### config.mk
export PLATFORM = sky130hd
export DESIGN_NAME = routine_tick_gen
export DESIGN_NICKNAME = d
export VERILOG_FILES = /design/src/rtl/routine_tick_gen_pkg.sv /design/src/rtl/routine_tick_gen_key_debouncer.sv /design/src/rtl/routine_tick_gen.sv
export SDC_FILE = /design/constraint.sdc
export NUM_CORES = 1
export LEC_CHECK = 0
export CORE_AREA = 8 8 109 111
export CTS_CLUSTER_SIZE = 40
export DETAILED_ROUTE_END_ITERATION = 10
export DIE_AREA = 0 0 117 119
export GPL_TIMING_DRIVEN = 1
export SLEW_MARGIN = 20
export SYNTH_ARGS = -nofsm -noshare
export SYNTH_HDL_FRONTEND = slang
export SYNTH_HIERARCHICAL = 1
export SYNTH_SLANG_ARGS = --single-unit
### constraint.sdc
create_clock -name Clock -period 3.1 [get_ports Clock]
set_input_delay 0.62 -clock Clock [delete_from_list [all_inputs] [get_ports Clock]]
set_output_delay 0.62 -clock Clock [all_outputs]
set_load 0.05 [all_outputs]
### src/rtl/routine_tick_gen_pkg.sv
// Shared definitions for the routine tick generator: FSM state encoding and
// default timing constants for a 50 MHz board clock.
package routine_tick_gen_pkg;

  // Routine control states
  typedef enum logic [1:0] {
    ST_RUN     = 2'd0,
    ST_PAUSE   = 2'd1,
    ST_STEP_HI = 2'd2
  } state_e;

  // Half-periods in board-clock cycles for the four speed settings
  localparam int unsigned HALF0_DEF = 25_000_000;  // 1 Hz
  localparam int unsigned HALF1_DEF = 12_500_000;  // 2 Hz
  localparam int unsigned HALF2_DEF = 6_250_000;   // 4 Hz
  localparam int unsigned HALF3_DEF = 3_125_000;   // 8 Hz

  // Key must hold a new level this many cycles before it is accepted (10 ms)
  localparam int unsigned DEBOUNCE_DEF = 500_000;

  // Divider counter width, large enough for HALF0_DEF-1
  localparam int unsigned CNT_W_DEF = 25;

endpackage

### src/rtl/routine_tick_gen_key_debouncer.sv
// Push-button conditioner: two-flop synchronizer, stability counter and a
// one-cycle press pulse on each accepted release->press (1->0) transition.
// Written for active-low keys; idles released (1) out of reset.
module key_debouncer
  import routine_tick_gen_pkg::*;
#(
  parameter int unsigned DEBOUNCE_CYCLES = DEBOUNCE_DEF
) (
  input  logic i_clk,
  input  logic i_rst,
  input  logic i_key_n,
  output logic o_press
);

  // Counter only needs to reach DEBOUNCE_CYCLES-1
  localparam int unsigned DB_W = (DEBOUNCE_CYCLES > 1) ? $clog2(DEBOUNCE_CYCLES) : 1;
  localparam logic [DB_W-1:0] DB_LAST = DB_W'(DEBOUNCE_CYCLES - 1);
  localparam logic [DB_W-1:0] DB_ONE  = DB_W'(1);

  logic            r_sync1;
  logic            r_sync2;
  logic            r_level;
  logic            r_press;
  logic [DB_W-1:0] r_cnt;
  logic            w_differs;
  logic            w_accept;

  // Bring the raw key into the clock domain; idle level is released (1)
  always_ff @(posedge i_clk) begin
    if (i_rst) begin
      r_sync1 <= 1'b1;
      r_sync2 <= 1'b1;
    end else begin
      r_sync1 <= i_key_n;
      r_sync2 <= r_sync1;
    end
  end

  // A new level is taken on the Nth consecutive cycle that it differs
  assign w_differs = (r_sync2 != r_level);
  assign w_accept  = w_differs && (r_cnt == DB_LAST);

  // Stability counter, debounced level and registered press pulse
  always_ff @(posedge i_clk) begin
    if (i_rst) begin
      r_cnt   <= '0;
      r_level <= 1'b1;
      r_press <= 1'b0;
    end else begin
      r_press <= w_accept && !r_sync2;
      if (!w_differs) begin
        r_cnt <= '0;
      end else if (w_accept) begin
        r_cnt   <= '0;
        r_level <= r_sync2;
      end else begin
        r_cnt <= r_cnt + DB_ONE;
      end
    end
  end

  assign o_press = r_press;

endmodule

### src/rtl/routine_tick_gen.sv
// Routine clock generator: divides the board clock into a square-wave
// SlowClock at one of four speeds, with pause and single-step control.
// Tick is a same-domain enable marking every SlowClock rising edge.
module routine_tick_gen
  import routine_tick_gen_pkg::*;
#(
  parameter int unsigned HALF0           = HALF0_DEF,
  parameter int unsigned HALF1           = HALF1_DEF,
  parameter int unsigned HALF2           = HALF2_DEF,
  parameter int unsigned HALF3           = HALF3_DEF,
  parameter int unsigned DEBOUNCE_CYCLES = DEBOUNCE_DEF,
  parameter int unsigned CNT_W           = CNT_W_DEF
) (
  input  logic       Clock,
  input  logic       Reset,
  input  logic [1:0] Speed,
  input  logic       Pause,
  input  logic       StepKeyN,
  output logic       SlowClock,
  output logic       Tick,
  output logic       Paused
);

  localparam logic [CNT_W-1:0] CNT_ONE = CNT_W'(1);

  // Terminal count (H-1) for the selected speed
  function automatic logic [CNT_W-1:0] half_last(input logic [1:0] sel);
    case (sel)
      2'd0:    half_last = CNT_W'(HALF0 - 1);
      2'd1:    half_last = CNT_W'(HALF1 - 1);
      2'd2:    half_last = CNT_W'(HALF2 - 1);
      default: half_last = CNT_W'(HALF3 - 1);
    endcase
  endfunction

  logic [1:0]       r_spd_s1;
  logic [1:0]       r_spd_s2;
  logic             r_pau_s1;
  logic             r_pau_s2;
  state_e           r_state;
  state_e           w_state_nxt;
  logic [CNT_W-1:0] r_cnt;
  logic [CNT_W-1:0] w_cnt_nxt;
  logic [CNT_W-1:0] w_last;
  logic             r_slow;
  logic             w_slow_nxt;
  logic             r_tick;
  logic             w_tick_nxt;
  logic             w_wrap;
  logic             w_press;

  // Switch inputs are asynchronous: two-flop synchronize before use
  always_ff @(posedge Clock) begin
    if (Reset) begin
      r_spd_s1 <= 2'd0;
      r_spd_s2 <= 2'd0;
      r_pau_s1 <= 1'b0;
      r_pau_s2 <= 1'b0;
    end else begin
      r_spd_s1 <= Speed;
      r_spd_s2 <= r_spd_s1;
      r_pau_s1 <= Pause;
      r_pau_s2 <= r_pau_s1;
    end
  end

  key_debouncer #(
    .DEBOUNCE_CYCLES(DEBOUNCE_CYCLES)
  ) u_step_key (
    .i_clk  (Clock),
    .i_rst  (Reset),
    .i_key_n(StepKeyN),
    .o_press(w_press)
  );

  // Speed changes apply at once; >= makes an overshooting counter wrap next cycle
  assign w_last = half_last(r_spd_s2);
  assign w_wrap = (r_cnt >= w_last);

  // Next-state, divider and output decode
  always_comb begin
    w_state_nxt = r_state;
    w_cnt_nxt   = r_cnt;
    w_slow_nxt  = r_slow;
    w_tick_nxt  = 1'b0;
    case (r_state)
      ST_RUN: begin
        if (r_pau_s2) begin
          w_state_nxt = ST_PAUSE;
          w_cnt_nxt   = '0;
          w_slow_nxt  = 1'b0;
        end else if (w_wrap) begin
          w_cnt_nxt  = '0;
          w_slow_nxt = !r_slow;
          w_tick_nxt = !r_slow;
        end else begin
          w_cnt_nxt = r_cnt + CNT_ONE;
        end
      end
      ST_PAUSE: begin
        w_cnt_nxt  = '0;
        w_slow_nxt = 1'b0;
        // A press beats a simultaneous pause release
        if (w_press) begin
          w_state_nxt = ST_STEP_HI;
          w_slow_nxt  = 1'b1;
          w_tick_nxt  = 1'b1;
        end else if (!r_pau_s2) begin
          w_state_nxt = ST_RUN;
        end
      end
      ST_STEP_HI: begin
        // Presses here are dropped; the step always runs a full half-period
        if (w_wrap) begin
          w_cnt_nxt   = '0;
          w_slow_nxt  = 1'b0;
          w_state_nxt = r_pau_s2 ? ST_PAUSE : ST_RUN;
        end else begin
          w_cnt_nxt = r_cnt + CNT_ONE;
        end
      end
      default: begin
        w_state_nxt = ST_RUN;
        w_cnt_nxt   = '0;
        w_slow_nxt  = 1'b0;
      end
    endcase
  end

  // State, divider counter and registered outputs
  always_ff @(posedge Clock) begin
    if (Reset) begin
      r_state <= ST_RUN;
      r_cnt   <= '0;
      r_slow  <= 1'b0;
      r_tick  <= 1'b0;
    end else begin
      r_state <= w_state_nxt;
      r_cnt   <= w_cnt_nxt;
      r_slow  <= w_slow_nxt;
      r_tick  <= w_tick_nxt;
    end
  end

  assign SlowClock = r_slow;
  assign Tick      = r_tick;
  assign Paused    = (r_state != ST_RUN);

endmodule
# --- Word-level counts from Yosys, hierarchy flattened ---
# Index checks and enable logic that the tools add are counted.
word_totals:
  output_inout_bits: 3
  wordCells: 56
  input_bits: 6
  regBits: 58
classes:
  n_lt_le_gt_ge: 1
  mux: 18
  n_reduce_logical: 11
  n_eq_ne: 10
  bitwise: 1
  addsub: 2
ops:
  columns: ["op", "n"]
  rows:
  - ["one-hot mux 25 bit (3 select lines)", 1]
  - ["two-way mux 25 bit", 2]
  - ["one-hot mux 25 bit (2 select lines)", 1]
  - ["adder 25 x 1 -> 25 bit (second input constant)", 1]
  - [">= comparator 25 bit", 1]
  - ["adder 19 x 1 -> 19 bit (second input constant)", 1]
  - ["equality test 19 bit (second input constant)", 1]
  - ["two-way mux 2 bit", 4]
  - ["two-way mux 1 bit", 7]
  - ["one-hot mux 2 bit (3 select lines)", 1]
  - ["equality test 2 x 1 -> 1 bit (second input constant)", 2]
  - ["equality test 2 bit (second input constant)", 2]
  - ["logical NOT 2 bit", 2]
  - ["!= test 2 bit (second input constant)", 2]
  - ["AND reduction 2 bit", 2]
  - ["!= test 3 x 2 -> 1 bit (second input constant)", 1]
  - ["!= test 3 bit (second input constant)", 1]
  - ["one-hot mux 1 bit (3 select lines)", 1]
  - ["AND reduction 3 bit", 1]
  - ["OR reduction 3 bit", 1]
  - ["logical AND 1 bit", 2]
  - ["logical NOT 1 bit", 2]
  - ["one-hot mux 1 bit (2 select lines)", 1]
  - ["nonzero test 2 bit", 1]
  - ["other kinds (2)", 2]

# --- Logic depth before layout (Yosys ltp) ---
logic_depth:
  word_depth: 6
  mapped_depth: 10
  ltp_nobuf: 9

# --- Modules after synthesis ---
# Netlist, hierarchy kept.
by_module_without_submodules:
  columns: ["module", "seq_area_each_um2", "n_inst", "area_per_inst_um2", "cells_each"]
  rows:
  - ["routine_tick_gen", 700.7, 1, 1836.8, 208]
  - ["key_debouncer", 460.4, 1, 1044.8, 113]

# --- Worst setup path before layout ---
# Ideal clock, no wire load.
synth_timing:
  kind: "flip-flop to flip-flop"
  start: "register r_spd_s2[0]"
  end: "register, netlist name r_cnt[7]"
  path_buffers: 1
  setup_time_ns: 0.064
  t_arrival_ns: 2.129
  stages_incl_launch_ff: 10
  required_time_ns: 3.036
  slack_ns: 0.907
  synth_period_minus_slack_ns: 2.193
  path_cell_list: "dfxtp_1 > inv_1 > nor2_1 > ha_1 > and3_1 > a21o_1 > a221oi_1 > nand4_4 > buf_6 > nor2_1"
synth_lines:
  columns: ["item", "line", "text"]
  rows:
  - ["start: declaration", "routine_tick_gen.sv:37", "logic [1:0] r_spd_s2;"]
  - ["start signal: assignment", "routine_tick_gen.sv:61", "r_spd_s2 <= r_spd_s1;"]

# --- Final worst setup path ---
layout_timing:
  start: "register r_spd_s2[0]"
  end: "register r_slow, in the netlist SlowClock"
layout_via:
  elab_chain_len: 5
  word_cells_on_any_way: 8
  cone_classes: "1 x order compare; 4 x eq/ne; 1 x mux; 2 x reduce/logical"
layout_rtl:
  columns: ["item", "line", "text"]
  rows:
  - ["equality test 2 bit (tied with other cells)", "routine_tick_gen.sv:28", "case (sel)"]
  - ["one-hot mux 25 bit (3 select lines) (*)", "routine_tick_gen.sv:28", null]
  - [">= comparator 25 bit (*)", "routine_tick_gen.sv:78", "assign w_wrap = (r_cnt >= w_last);"]
  - ["!= test 3 bit (no line) / != test 2 bit (equally long branches)", null, null]
  - ["AND reduction 2 bit (no line) (*)", null, null]
  - ["end signal: assignment", "routine_tick_gen.sv:140", "r_slow <= w_slow_nxt;"]
  - ["end: declaration", "routine_tick_gen.sv:45", "logic r_slow;"]
# Mark *: on every way between the ends. The rest lies on a longest branch, timed or not.
# A chain may end at the register's enable or synchronous reset.

==> impl_metrics.csv <==
group,metric,value,unit
run_status,status,"finished, final reports clean",
clock_tree,cts_root_buffer,"clkbuf_8",
synthesis,synth_top_area_frac,0.403,
synthesis,synth_edf_count,0,
routing,route.met2.wl,2510,um
layout,utilization,0.325,
floorplanning,std_cell_rows,37,
global_routing,grt_pass1_vias,2139,
floorplanning,io_pins,9,
placed_design,globalplace.congestion,0.799,
sta,fmaxAchievable,369,MHz
sta,rsz0062_at_grt,"no",
sta,tightest_slew,0.592,ns
routing,top_layer,"met4",
clock_tree,clk_latency,0.34,ns
setup_path,end_kind,"flip-flop",
clock_tree,cts_setup_buffers,0,
synthesis,yosysWarnings,6,
routing,vias,2214,
clock_tree,cts_resized,0,
placed_design,dp_cells,460,
routing,ant_nets,0,
sta,fin_crit_sh,0.873,
synthesis,synth-async-reset-ratio,0,
clock_tree,cts_buffer_depth,2,
layout,final_nets,360,
setup_path,start_kind,"flip-flop",
layout,drive_above_1_share,0.0853,
synthesis,yosys-top-cells-count,"62 x nor2_1, 58 x dfxtp_1, 34 x xnor2_1",
synthesis,synth_nets,346,
routing,first_pass_iters,4,
clock_tree,cts_tree,"done",
floorplanning,fp.dieH,119,um
setup_path,crit_type,"flip-flop to flip-flop",
power_and_ir_drop,irDropWorstVdd,0.230,mV
synthesis,synth_area_leader_cell,"dfxtp_1",
layout,area_delta_synth_final,13.9,%
clock_tree,postCtsHoldBufs,0,
placed_design,placed_cell_area,3090,um2
synthesis,avgSynthCellArea,8.98,um2
worst_hold_path,min_path_type,"flip-flop to flip-flop",
sta,maxSlewViolCount,0,
run,maxCapViolCount,0,
synthesis,synth_cells,321,
global_routing,grt_start_max_net_pins,27,
synthesis,syn-cell-area,2880,um2
layout,diodes,0,
clock_tree,htree_levels,3,
setup_path,crit_required,3.35,ns
synthesis,synth-seq-cells,58,
routing,drcViolationCount,0,
routing,drt-wirelength-per-cell,11.5,um
sta,hold_viol_final,0,
synthesis,ys.flop_type,"dfxtp_1",
synthesis,synthMostInstantiatedCell,"nor2_1",
clock_tree,cts.sinks,58,
floorplanning,fp.dieW,117,um
routing,first_iter_violations,128,
setup_path,arrival,2.96,ns
sta,relSlewSlack,0.605,
floorplanning,placeableCoreArea,10100,um2
clock_tree,cts_buffers,9,
clock_tree,clk_pin_slew,0.07,ns
global_routing,antenna_found_initial,0,
routing,vias_per_cell,4.65,
synthesis,ys_seq_area_frac,0.403,
power_and_ir_drop,p_per_area,453,nW/um2
floorplanning,die_area,13900,um2
power_and_ir_drop,leakagePower,1.16,nW
global_routing,grt_usage,0.0859,
synthesis,synth.distinct_cells,39,
global_routing,grt_pass1_wl,9720,um
global_routing,grt-ovfl-total,0,
sta,setup_viol,0,
placed_design,dp_hpwl,3920,um
routing,drt_wl_total,5480,um
sta,min_period,2.71,ns
placed_design,io_buffers,8,
routing,m1WireLength,2720,um
synthesis,synth_area_leaders,"dfxtp_1 40%, xnor2_1 10%, ha_1 8.3%",
layout,nFillCells,1113,
sta,setup_tns,0,ns
routing,met3WireLength,202,um
sta,clock-skew-final,0.0125,ns
power_and_ir_drop,finalPower,0.00149,W
setup_path,worstPathMaxFanout,26,
layout,stdcell_count,476,
layout,final_area,3280,um2
floorplanning,initial_utilization,0.286,
-- critical path: stages (launching register included) --
cell      delay, ns
dfxtp_1        0.40
inv_1          0.09
nor2_1         0.27
ha_1           0.28
and3_1         0.15
a21o_1         0.17
a221oi_1       0.52
nand4_4        0.44
o22ai_1        0.28
-- per-layer routing --
layer | up-vias | track usage
li1 | 1139 | -
met1 | 1039 | 0.108
met2 | 32 | 0.134
met3 | 4 | 0.0222
met4 | 0 | 0.0384
met5 | - | 0
-- per-stage QoR --
stage / worst slack, ns / hold WS, ns
6_report: 0.392 / 0.410
5_1_grt: 0.175 / 0.427
4_1_cts: 0.413 / 0.413
3_5_place_dp: 0.422 / 0.398
3_3_place_gp: 0.549 / 0.397
2_1_floorplan: 0.907 / 0.389
-- layout by cell type, fill, tap and decap left out, types with 2 or more instances in the layout --
cell type        count
clkinv_2             2
nand4_1              9
clkbuf_1             2
nor3_1              18
inv_1               16
nor2_1              62
nor4_1               8
ha_1                19
o21ai_0              3
a21oi_1              4
or2_2                3
o31ai_1              3
clkdlybuf4s50_1      8
nor4bb_1             2
nand4_4              2
a211oi_1             3
a21o_1               3
xnor2_1             34
dfxtp_1             58
and3_1               6
and4_1               4
nand2_1             14
nand3_1             15
and3_2               2
xor2_1               5
clkinvlp_4           2
clkbuf_8             9
nor2b_1              8
-- logic make-up (layout without fill, tap and decap cells) --
group,count (synthesis),in the layout,share of synthesized area
compound gates,22,22,0.0573
xor+xnor,39,39,0.119
fa+ha+maj,19,19,0.0825
buf+inv,22,41,0.0365
flops,58,58,0.403
mux,1,1,0.00347
simple gates,160,160,0.299
-- power by group --
part,internal [W],switching [W],total [W],leakage (nW)
clock,0.000368,0.000293,0.000662,0.0893
combinational,0.0000258,0.0000370,0.0000628,0.599
sequential,0.000755,0.00000699,0.000762,0.470
-- path summary, 6_finish.rpt --
path	endpoint	cells after the start	from	slack (ns)
worst max-delay path	SlowClock$_SDFFE_PP0P_	8	r_spd_s2[0]$_SDFF_PP0_	0.39
worst min-delay path	u_step_key/r_sync2$_SDFF_PP1_	1	u_step_key/r_sync1$_SDFF_PP1_	0.41
worst max register to register	SlowClock$_SDFFE_PP0P_	8	r_spd_s2[0]$_SDFF_PP0_	0.39
worst min register to register	u_step_key/r_sync2$_SDFF_PP1_	1	u_step_key/r_sync1$_SDFF_PP1_	0.41
-- final cells by class --
| type | instances | area [um2] | area share |
|---|---|---|---|
| multi-input cells | 241 | 1620 | 0.492 |
| flip-flops and latches | 58 | 1160 | 0.354 |
| well taps | 136 | 170 | 0.0519 |
| clock buffers | 11 | 131 | 0.0400 |
| repair buffers | 9 | 87.6 | 0.0267 |
| inverters | 16 | 60.1 | 0.0183 |
| clock inverters | 5 | 55.1 | 0.0168 |
-- state kept, by name (all words and copies together) (netlist names), 2 cells and up --
signal and count:
r_state 2, r_cnt 25, r_spd_s1 2, r_spd_s2 2, u_step_key/r_cnt 19
Power figures use the tool's default switching activity.
